**config.mk**
```make
export PLATFORM = sky130hd
export DESIGN_NAME = sram_arbiter
export DESIGN_NICKNAME = d
export VERILOG_FILES = /design/src/rtl/sram_arbiter_pkg.sv /design/src/rtl/sram_arbiter.sv
export SDC_FILE = /design/constraint.sdc
export NUM_CORES = 1
export LEC_CHECK = 0
export CORE_MARGIN = 5
export CORE_UTILIZATION = 30
export DETAILED_ROUTE_END_ITERATION = 16
export MAX_ROUTING_LAYER = met4
export PLACE_DENSITY = 0.71
export SLEW_MARGIN = 40
export SYNTH_ARGS = -nofsm -noshare
export SYNTH_HDL_FRONTEND = slang
export SYNTH_SLANG_ARGS = --single-unit
export TNS_END_PERCENT = 100
```
**constraint.sdc**
```tcl
create_clock -name clk -period 3.8 [get_ports clk]
set_clock_uncertainty 0.15 [all_clocks]
set_input_delay 0.38 -clock clk [delete_from_list [all_inputs] [get_ports clk]]
set_output_delay 0.38 -clock clk [all_outputs]
set_load 0.05 [all_outputs]
```
**src/rtl/sram_arbiter_pkg.sv**
```systemverilog
// Shared types for the SRAM arbiter: FSM state encoding, grant owner and SRAM address width.
package sram_arbiter_pkg;
  localparam int SRAM_AW = 19;

  typedef enum logic [1:0] {
    IDLE   = 2'd0,
    ACCESS = 2'd1,
    DONE   = 2'd2
  } state_t;

  typedef enum logic {
    GNT_CPU = 1'b0,
    GNT_DMA = 1'b1
  } gnt_t;
endpackage

```
**src/rtl/sram_arbiter.sv**
```systemverilog
// Arbitrates the external 16-bit SRAM between a byte-wide CPU port and a word-wide DMA port,
// sequencing strobes, byte lanes and a one-cycle bus turnaround after every access.
module sram_arbiter
  import sram_arbiter_pkg::*;
#(
  parameter int WAITS     = 2,
  parameter int CPU_BURST = 4
) (
  input  logic               clk,
  input  logic               rstn,
  input  logic               cpu_req,
  input  logic               cpu_we,
  input  logic [19:0]        cpu_addr,
  input  logic [7:0]         cpu_wdata,
  output logic [7:0]         cpu_rdata,
  output logic               cpu_ready,
  input  logic               dma_req,
  input  logic               dma_we,
  input  logic [SRAM_AW-1:0] dma_addr,
  input  logic [15:0]        dma_wdata,
  output logic [15:0]        dma_rdata,
  output logic               dma_ack,
  output logic [SRAM_AW-1:0] sram_a,
  output logic [15:0]        sram_dq_o,
  input  logic [15:0]        sram_dq_i,
  output logic               sram_dq_oe,
  output logic               sram_cen,
  output logic               sram_oen,
  output logic               sram_wen,
  output logic               sram_ubn,
  output logic               sram_lbn
);
  localparam int WCW = (WAITS > 1) ? $clog2(WAITS) : 1;
  localparam int BCW = $clog2(CPU_BURST + 1);

  state_t         state, state_nxt;
  gnt_t           gnt, gnt_nxt;
  logic [WCW-1:0] wait_cnt;
  logic [BCW-1:0] burst_cnt;
  logic           cur_we;
  logic           cur_lsb;
  logic           start;
  logic           start_we;
  logic           last;

  assign last = (wait_cnt == WCW'(WAITS - 1));

  always_comb begin
    state_nxt = state;
    gnt_nxt   = gnt;
    start     = 1'b0;
    start_we  = 1'b0;
    case (state)
      IDLE: begin
        if (cpu_req || dma_req) begin
          start     = 1'b1;
          state_nxt = ACCESS;
          // DMA only overtakes a pending CPU request once the burst allowance is used up
          gnt_nxt   = (dma_req && (!cpu_req || burst_cnt == BCW'(CPU_BURST))) ? GNT_DMA : GNT_CPU;
          start_we  = (gnt_nxt == GNT_DMA) ? dma_we : cpu_we;
        end
      end
      ACCESS:  if (last) state_nxt = DONE;
      DONE:    state_nxt = IDLE;
      default: state_nxt = IDLE;
    endcase
  end

  always_ff @(posedge clk or negedge rstn) begin
    if (!rstn) begin
      state <= IDLE;
      gnt   <= GNT_CPU;
    end else begin
      state <= state_nxt;
      gnt   <= gnt_nxt;
    end
  end

  always_ff @(posedge clk or negedge rstn) begin
    if (!rstn) begin
      wait_cnt   <= '0;
      burst_cnt  <= '0;
      cur_we     <= 1'b0;
      sram_a     <= '0;
      sram_cen   <= 1'b1;
      sram_oen   <= 1'b1;
      sram_wen   <= 1'b1;
      sram_ubn   <= 1'b1;
      sram_lbn   <= 1'b1;
      sram_dq_oe <= 1'b0;
      cpu_ready  <= 1'b0;
      dma_ack    <= 1'b0;
      cpu_rdata  <= '0;
      dma_rdata  <= '0;
    end else begin
      cpu_ready <= 1'b0;
      dma_ack   <= 1'b0;
      case (state)
        IDLE: begin
          if (!dma_req) burst_cnt <= '0;
          if (start) begin
            wait_cnt   <= '0;
            cur_we     <= start_we;
            sram_cen   <= 1'b0;
            sram_oen   <= start_we;
            sram_wen   <= ~start_we;
            sram_dq_oe <= start_we;
            if (gnt_nxt == GNT_DMA) begin
              burst_cnt <= '0;
              sram_a    <= dma_addr;
              sram_ubn  <= 1'b0;
              sram_lbn  <= 1'b0;
            end else begin
              if (dma_req) burst_cnt <= burst_cnt + 1'b1;
              // Big-endian byte order: even address lives in the upper lane
              sram_a   <= cpu_addr[19:1];
              sram_ubn <= cpu_addr[0];
              sram_lbn <= ~cpu_addr[0];
            end
          end
        end
        ACCESS: begin
          if (last) begin
            sram_cen   <= 1'b1;
            sram_oen   <= 1'b1;
            sram_wen   <= 1'b1;
            sram_ubn   <= 1'b1;
            sram_lbn   <= 1'b1;
            sram_dq_oe <= 1'b0;
            if (gnt == GNT_DMA) begin
              dma_ack <= 1'b1;
              if (!cur_we) dma_rdata <= sram_dq_i;
            end else begin
              cpu_ready <= 1'b1;
              if (!cur_we) cpu_rdata <= cur_lsb ? sram_dq_i[7:0] : sram_dq_i[15:8];
            end
          end else begin
            wait_cnt <= wait_cnt + 1'b1;
            // Release the write strobe one cycle early so data holds past the rising edge
            if (cur_we && wait_cnt == WCW'(WAITS - 2)) sram_wen <= 1'b1;
          end
        end
        default: ;
      endcase
    end
  end

  always_ff @(posedge clk) begin
    if (start) begin
      sram_dq_o <= (gnt_nxt == GNT_DMA) ? dma_wdata : {cpu_wdata, cpu_wdata};
      cur_lsb   <= cpu_addr[0];
    end
  end
endmodule

```
==> results.tsv, run 1 <==
stage	metric	value	unit
logic_synthesis	synth-adder-area-share	0.756	%
logic_synthesis	synth_edf_count	17	
run	maxCapViolCount	0	
pwr	p_total	4.82	mW
logic_synthesis	ys_types	38	
clocking	htree_num_levels	3	
layout	nets	494	
status	status	finished, final reports clean	
timing	grt_setup_unrepaired	no	
pwr	p_leak	2.19	nW
detailed_routing	viasPerCell	4.46	
global_routing	grt_max_degree	48	
timing	setup-violations-final	0	
floorplan	rows	38	
timing	max_clock_freq	0.435	GHz
logic_synthesis	ys_ff_latch	76	
floorplan	core	10800	sq um
layout	postLayoutCellArea	5140	sq um
layout	diodes	0	
layout	syn_to_final_growth	55.3	%
logic_synthesis	ys.warnings.count	0	
logic_synthesis	synthesis.area	3310	sq um
logic_synthesis	synthXorXnorAreaFrac	0	%
detailed_routing	wl_per_cell	15.4	um
critical_path	setup.worst_path.end_class	flip-flop	
pwr	ir_worst_vdd	0.000432	V
global_routing	gr-usage-all-layers	13.3	%
logic_synthesis	ys_async_sr_fraction	77.6	%
logic_synthesis	synthSimpleGateAreaFrac	7.14	%
detailed_routing	wl	8500	um
critical_path	cp-start-kind	flip-flop	
logic_synthesis	synthCells	254	
clocking	clock_tree.root_cell	clkbuf_8	
pwr	p_per_area	936	nW/um^2
floorplan	io_pins	152	
logic_synthesis	synth_top_family_by_area	multiplexers	
global_routing	grt_pass1_vias	2684	
timing	min_period_over_period	60.5	%
logic_synthesis	ys_seq_area_share	60.2	%
placed_design	dp_hpwl	6570	um
timing	max-slew-margin-rel	47.3	%
timing	setup_ws	1.50	ns
clocking	insertion_delay	0.34	ns
critical_path	path_class	flip-flop to flip-flop	
detailed_routing	drt_iter0_drc	145	
detailed_routing	first_pass_iters	4	
logic_synthesis	synth-compound-area-share	8.92	%
global_routing	antenna_found_initial	0	
clocking	cts_setup_buffers	0	
global_routing	overflow	0	
placed_design	gp_congestion	0.796	
worst_hold_path	min_path_cells	2	
placed_design	port_buffers	151	
timing	hold_viol	0	
floorplan	die_h	115	um
critical_path	critPathRequiredTime	3.74	ns
critical_path	worstPathMaxFanout	17	
floorplan	die-area	13200	sq um
placed_design	placed_cells	535	
clocking	clock-sinks	76	
detailed_routing	final_antenna_net_count	0	
timing	worst_slew_pin_slew	0.789	ns
clocking	cts.path.max_buffers	2	
logic_synthesis	syn_avg_cell_area	13.0	sq um
critical_path	worst_r2r_path_depth	6	
placed_design	placed_area	4950	sq um
clocking	cts_tree	done	
clocking	numCtsBuffers	9	
global_routing	grt_pass1_wl	13300	um
layout	drive_above_1_share	11.4	%
clocking	hold_buffers	1	
layout	finalNonFillerCells	552	
placed_design	dp_slack	1.15	ns
logic_synthesis	ys.flop_type	dfrtp_1	
clocking	path_clk_slew	0.08	ns
floorplan	die_x	115	um
critical_path	critPathArrivalTime	2.24	ns
timing	period_needed	2.30	ns
timing	setup-tns-final	0	ns
floorplan	initial_utilization	30.6	%
logic_synthesis	synthMuxAreaShare	20.1	%
logic_synthesis	syn_nets	341	
worst_hold_path	hold_class	flip-flop to flip-flop	
clocking	cts_resized	0	
detailed_routing	drc	0	
detailed_routing	vias	2461	
timing	slew_violations	0	
-- cell families after synthesis --
logic type               count (synthesis)
flip-flops                              76
AND/OR/NAND/NOR                         53
buffers and inverters                   17
multiplexers                            59
AO/OA/AOI/OAI                           47
adder cells (fa/ha/maj)                  2
-- synthesized netlist by cell type (2+ instances only) --
| cell | instances | area (sq um) |
|---|---|---|
| buf_2 | 6 | 30.0 |
| buf_4 | 2 | 15.0 |
| clkbuf_1 | 2 | 7.51 |
| dfrtp_1 | 54 | 1350 |
| dfstp_2 | 5 | 131 |
| edfxtp_1 | 17 | 510 |
| ha_1 | 2 | 25.0 |
| inv_1 | 4 | 15.0 |
| mux2_1 | 11 | 124 |
| mux2_2 | 12 | 135 |
| mux2_4 | 9 | 135 |
| mux2i_1 | 27 | 270 |
| nand2_1 | 36 | 135 |
| nand2b_1 | 3 | 18.8 |
| nand3_1 | 2 | 10.0 |
| nor2_1 | 6 | 22.5 |
| o21ai_0 | 7 | 35.0 |
| o21ai_1 | 29 | 145 |
-- layer usage --
| metal | up-vias | global-route usage [%] | part of all wire (%) |
|---|---|---|---|
| li1 | 1204 | - | - |
| met1 | 1162 | 15.3 | 41 |
| met2 | 90 | 22.3 | 50 |
| met3 | 5 | 4.37 | 8.1 |
| met4 | 0 | 3.76 | 0.73 |
| met5 | - | - | 0 |
-- cell type report --
| class | instances | area (sq um) |
|---|---|---|
| Fill cell | 1001 | 5700 |
| Sequential cell | 76 | 1990 |
| Timing Repair Buffer | 155 | 1540 |
| Multi-Input combinational cell | 161 | 1230 |
| Tap cell | 140 | 175 |
| Clock buffer | 14 | 153 |
| Clock inverter | 2 | 35.0 |
| Inverter | 4 | 15.0 |
-- path summary, 6_finish.rpt --
kind	start	endpoint	slack, ns
min in group asynchronous	rstn	dma_rdata[9]	0.42
min	sram_cen	sram_cen	0.31
max reg2reg	burst_cnt[0]	sram_dq_o[2]	1.50
max in group asynchronous	rstn	sram_cen	2.36
min reg2reg	sram_cen	sram_cen	0.31
max	burst_cnt[0]	sram_dq_o[2]	1.50
-- where the power goes --
group          switching, mW  internal, mW
clock                  0.277         0.322
combinational           1.78         0.961
sequential             0.207          1.27
-- placed cells by master, fill, tap and decap left out, types with 2 or more instances in the layout --
master           count
inv_1                4
mux2_1              11
dfrtp_1             54
nor2_1               6
nand2b_1             3
mux2_2              12
edfxtp_1            17
o21ai_1             28
clkdlybuf4s50_1    150
clkbuf_1             4
dfstp_2              5
mux2i_1             27
o21ai_0              7
mux2_4               9
buf_4                4
clkbuf_8            10
nand3_1              2
nand2_1             36
ha_1                 2
-- stage by stage --
step                      hold WS, ns  utilization [%]
after floorplan               -0.0656                -
after global placement          0.302             45.6
after detailed placement        0.253             45.6
after CTS                       0.317             47.5
after global routing            0.349             47.5
final                           0.310             47.5
-- critical path: stages, from the launching register on --
cell       delay [ns]
dfrtp_1          0.41
inv_1            0.07
ha_1             0.20
a21boi_4         0.08
nand2b_1         0.20
o2bb2ai_4        0.53
mux2_2           0.41
-- sequential cells by signal (all words and copies together) (netlist names), 2 cells and up --
name / cells
burst_cnt: 3
cpu_rdata: 8
sram_dq_o: 16
state: 2
sram_a: 19
dma_rdata: 16
Power figures use the tool's default switching activity.
==> run 2: changes to the inputs <==
==> constraint.sdc (replaced) <==
create_clock -name clk -period 2.3 [get_ports clk]
set_clock_uncertainty 0.15 [all_clocks]
set_input_delay 0.23 -clock clk [delete_from_list [all_inputs] [get_ports clk]]
set_output_delay 0.23 -clock clk [all_outputs]
set_load 0.05 [all_outputs]
==> run 2 against run 1 <==
Against the previous run:
- global-route usage about the same
- die area stayed put
- maximum frequency up 10%
- total power rose by 72%
- cell area rose by 2.7%
- via count rose by 1.9%
- sequential cell count stayed put
- largest cell class unchanged
- largest power group unchanged
==> results.tsv, run 2 (synthesis results as in run 1) <==
stage	metric	value	unit	change
layout	final_common_cell	clkdlybuf4s50_1		unchanged
critical_path	critPathRequiredTime	2.24	ns	was 3.74 ns
placed_design	gp_congestion	0.823		was 0.796
clocking	insertion_delay	0.34	ns	about the same
critical_path	path_class	flip-flop to flip-flop		unchanged
detailed_routing	final_antenna_net_count	0		unchanged
floorplan	rows	38		unchanged
detailed_routing	wl_met2	4160	um	was 4250 um
timing	setup-violations-final	0		unchanged
worst_hold_path	hold_class	primary input to asynchronous set/reset pin		was flip-flop to flip-flop
detailed_routing	met3_length	561	um	was 685 um
clocking	cts_tree	done		unchanged
floorplan	initial_utilization	30.6	%	unchanged
placed_design	dp_slack	0.120	ns	was 1.15 ns
run	maxCapViolCount	0		unchanged
global_routing	gr-usage-all-layers	13.3	%	about the same
floorplan	die_h	115	um	unchanged
timing	grt_setup_unrepaired	no		unchanged
timing	hold_viol	0		unchanged
global_routing	antenna_found_initial	0		unchanged
detailed_routing	viasPerCell	4.49		was 4.46
placed_design	dp_hpwl	6560	um	was 6570 um
layout	largest_reg_flops	19		unchanged
detailed_routing	drc	0		unchanged
clocking	path_clk_slew	0.09	ns	was 0.08 ns
critical_path	worstPathMaxFanout	17		unchanged
clocking	htree_num_levels	3		unchanged
layout	reg.largest.list	sram_a (19), dma_rdata (16), sram_dq_o (16)		unchanged
critical_path	cp.buffers_inverters	2		was 1
timing	setup-tns-final	0	ns	unchanged
timing	max-slew-margin-rel	60.3	%	was 47.3%
layout	drive_above_1_share	13.4	%	was 11.4%
clocking	cts.path.max_buffers	2		unchanged
detailed_routing	drt_iter0_drc	83		was 145
timing	period_needed	2.09	ns	was 2.30 ns
clocking	cts_resized	0		unchanged
detailed_routing	m1WireLength	3630	um	was 3500 um
pwr	ir_worst_vdd	0.000641	V	was 0.000432 V
status	status	finished, final reports clean		unchanged
timing	min_period_over_period	90.8	%	was 60.5%
clocking	numCtsBuffers	9		unchanged
layout	final_cell_mix	150 x clkdlybuf4s50_1, 54 x dfrtp_1, 36 x nand2_1, 28 x o21ai_1, 27 x mux2i_1		unchanged
critical_path	crit_chain	inv_1, ha_1, a21boi_4, nand2b_1, o2bb2ai_4, buf_12, mux2_2		was inv_1, ha_1, a21boi_4, nand2b_1, o2bb2ai_4, mux2_2
critical_path	cp-start-kind	flip-flop		unchanged
detailed_routing	vias	2508		was 2461
critical_path	critPathArrivalTime	2.03	ns	was 2.24 ns
critical_path	cp_slowest_cell	dfrtp_1		was o2bb2ai_4
timing	setup_ws	0.211	ns	was 1.50 ns
timing	max_clock_freq	0.479	GHz	was 0.435 GHz
floorplan	io_pins	152		unchanged
critical_path	critPathTopFamily	flip-flops		was compound AO/OA/AOI/OAI gates
detailed_routing	first_pass_iters	4		unchanged
layout	nets	500		was 494
floorplan	die_x	115	um	unchanged
pwr	p_per_area	1570	nW/um^2	was 936 nW/um^2
pwr	p_leak	2.26	nW	was 2.19 nW
layout	syn_to_final_growth	59.5	%	was 55.3%
clocking	clock_tree.root_cell	clkbuf_8		unchanged
global_routing	grt_pass1_wl	13500	um	was 13300 um
detailed_routing	routed.top_layer	met4		unchanged
layout	diodes	0		unchanged
floorplan	die-area	13200	sq um	unchanged
clocking	clock-sinks	76		unchanged
placed_design	port_buffers	151		unchanged
global_routing	overflow	0		unchanged
floorplan	core	10800	sq um	unchanged
detailed_routing	wl	8410	um	was 8500 um
timing	worst_slew_pin_slew	0.593	ns	was 0.789 ns
critical_path	setup.worst_path.end_class	flip-flop		unchanged
detailed_routing	wl_per_cell	15.1	um	was 15.4 um
layout	regMostFlops	sram_a		unchanged
critical_path	critPathMaxStageDelay	0.41	ns	was 0.53 ns
global_routing	grt_pass1_vias	2757		was 2684
global_routing	grt_max_degree	36		was 48
timing	slew_violations	0		unchanged
## run 2: changes by cell type in the layout (fill, tap and decap cells not counted), sizes merged
cell | before | now
inv | 4 | 6
bufinv | 1 | 3
buf | 4 | 10
clkinv | 1 | 2
clkbuf | 14 | 9
## run 2: routing by layer
metal	track usage, %	up-vias
met3	4.26	6
met1	16.0	1189
met2	21.8	95
li1	-	1218
met5	-	-
met4	3.29	0
## run 2: final timing paths
check	start	to	slack [ns]	depth (start not counted)
worst min-delay path	rstn	dma_rdata[9]	0.27	2
worst min register to register	sram_cen	sram_cen	0.31	2
worst max-delay path	burst_cnt[0]	sram_dq_o[2]	0.21	7
worst max register to register	burst_cnt[0]	sram_dq_o[2]	0.21	7
max in group asynchronous	rstn	sram_ubn	1.05	3
min in group clk	sram_cen	sram_cen	0.31	2
## run 2: where the power goes
group	leakage, nW	internal, mW	switching [mW]
clock	0.123	0.731	0.511
combinational	1.26	1.66	2.95
sequential	0.873	2.09	0.349
## run 2: stage by stage
step,hold slack [ns],instances,power [mW],instance area [sq um],utilization (%)
floorplan,-0.216,254,5.48,3310,-
global placement,0.114,541,7.06,5030,46.4
detailed placement,0.129,541,7.13,5030,46.4
CTS,0.287,558,8.42,5280,48.7
global route,0.312,558,8.73,5280,48.7
finish,0.274,558,8.29,5280,48.7
## run 2: timing repair
action / 4_1_cts / 5_1_grt
buffers inserted: 0 / 0
hold endpoints to repair: 22 / 0
hold buffers: 1 / 0
## run 2: worst register-to-register path: cells and delay by family (launching register included)
| family | cells | cell delay [ns] |
|---|---|---|
| flip-flops | 1 | 0.41 |
| buffers and inverters | 2 | 0.25 |
| AND/OR/NAND/NOR | 1 | 0.23 |
| AO/OA/AOI/OAI | 2 | 0.27 |
| adder cells (fa/ha/maj) | 1 | 0.19 |
| multiplexers | 1 | 0.35 |
## run 2: final cells by class
type | count | area (sq um)
clock buffer | 9 | 124
clock inverter | 7 | 123
inverter | 4 | 15.0
tap | 140 | 175
fill | 1024 | 5560
timing repair buffer | 161 | 1620
multi-input combinational | 161 | 1230
sequential | 76 | 1990
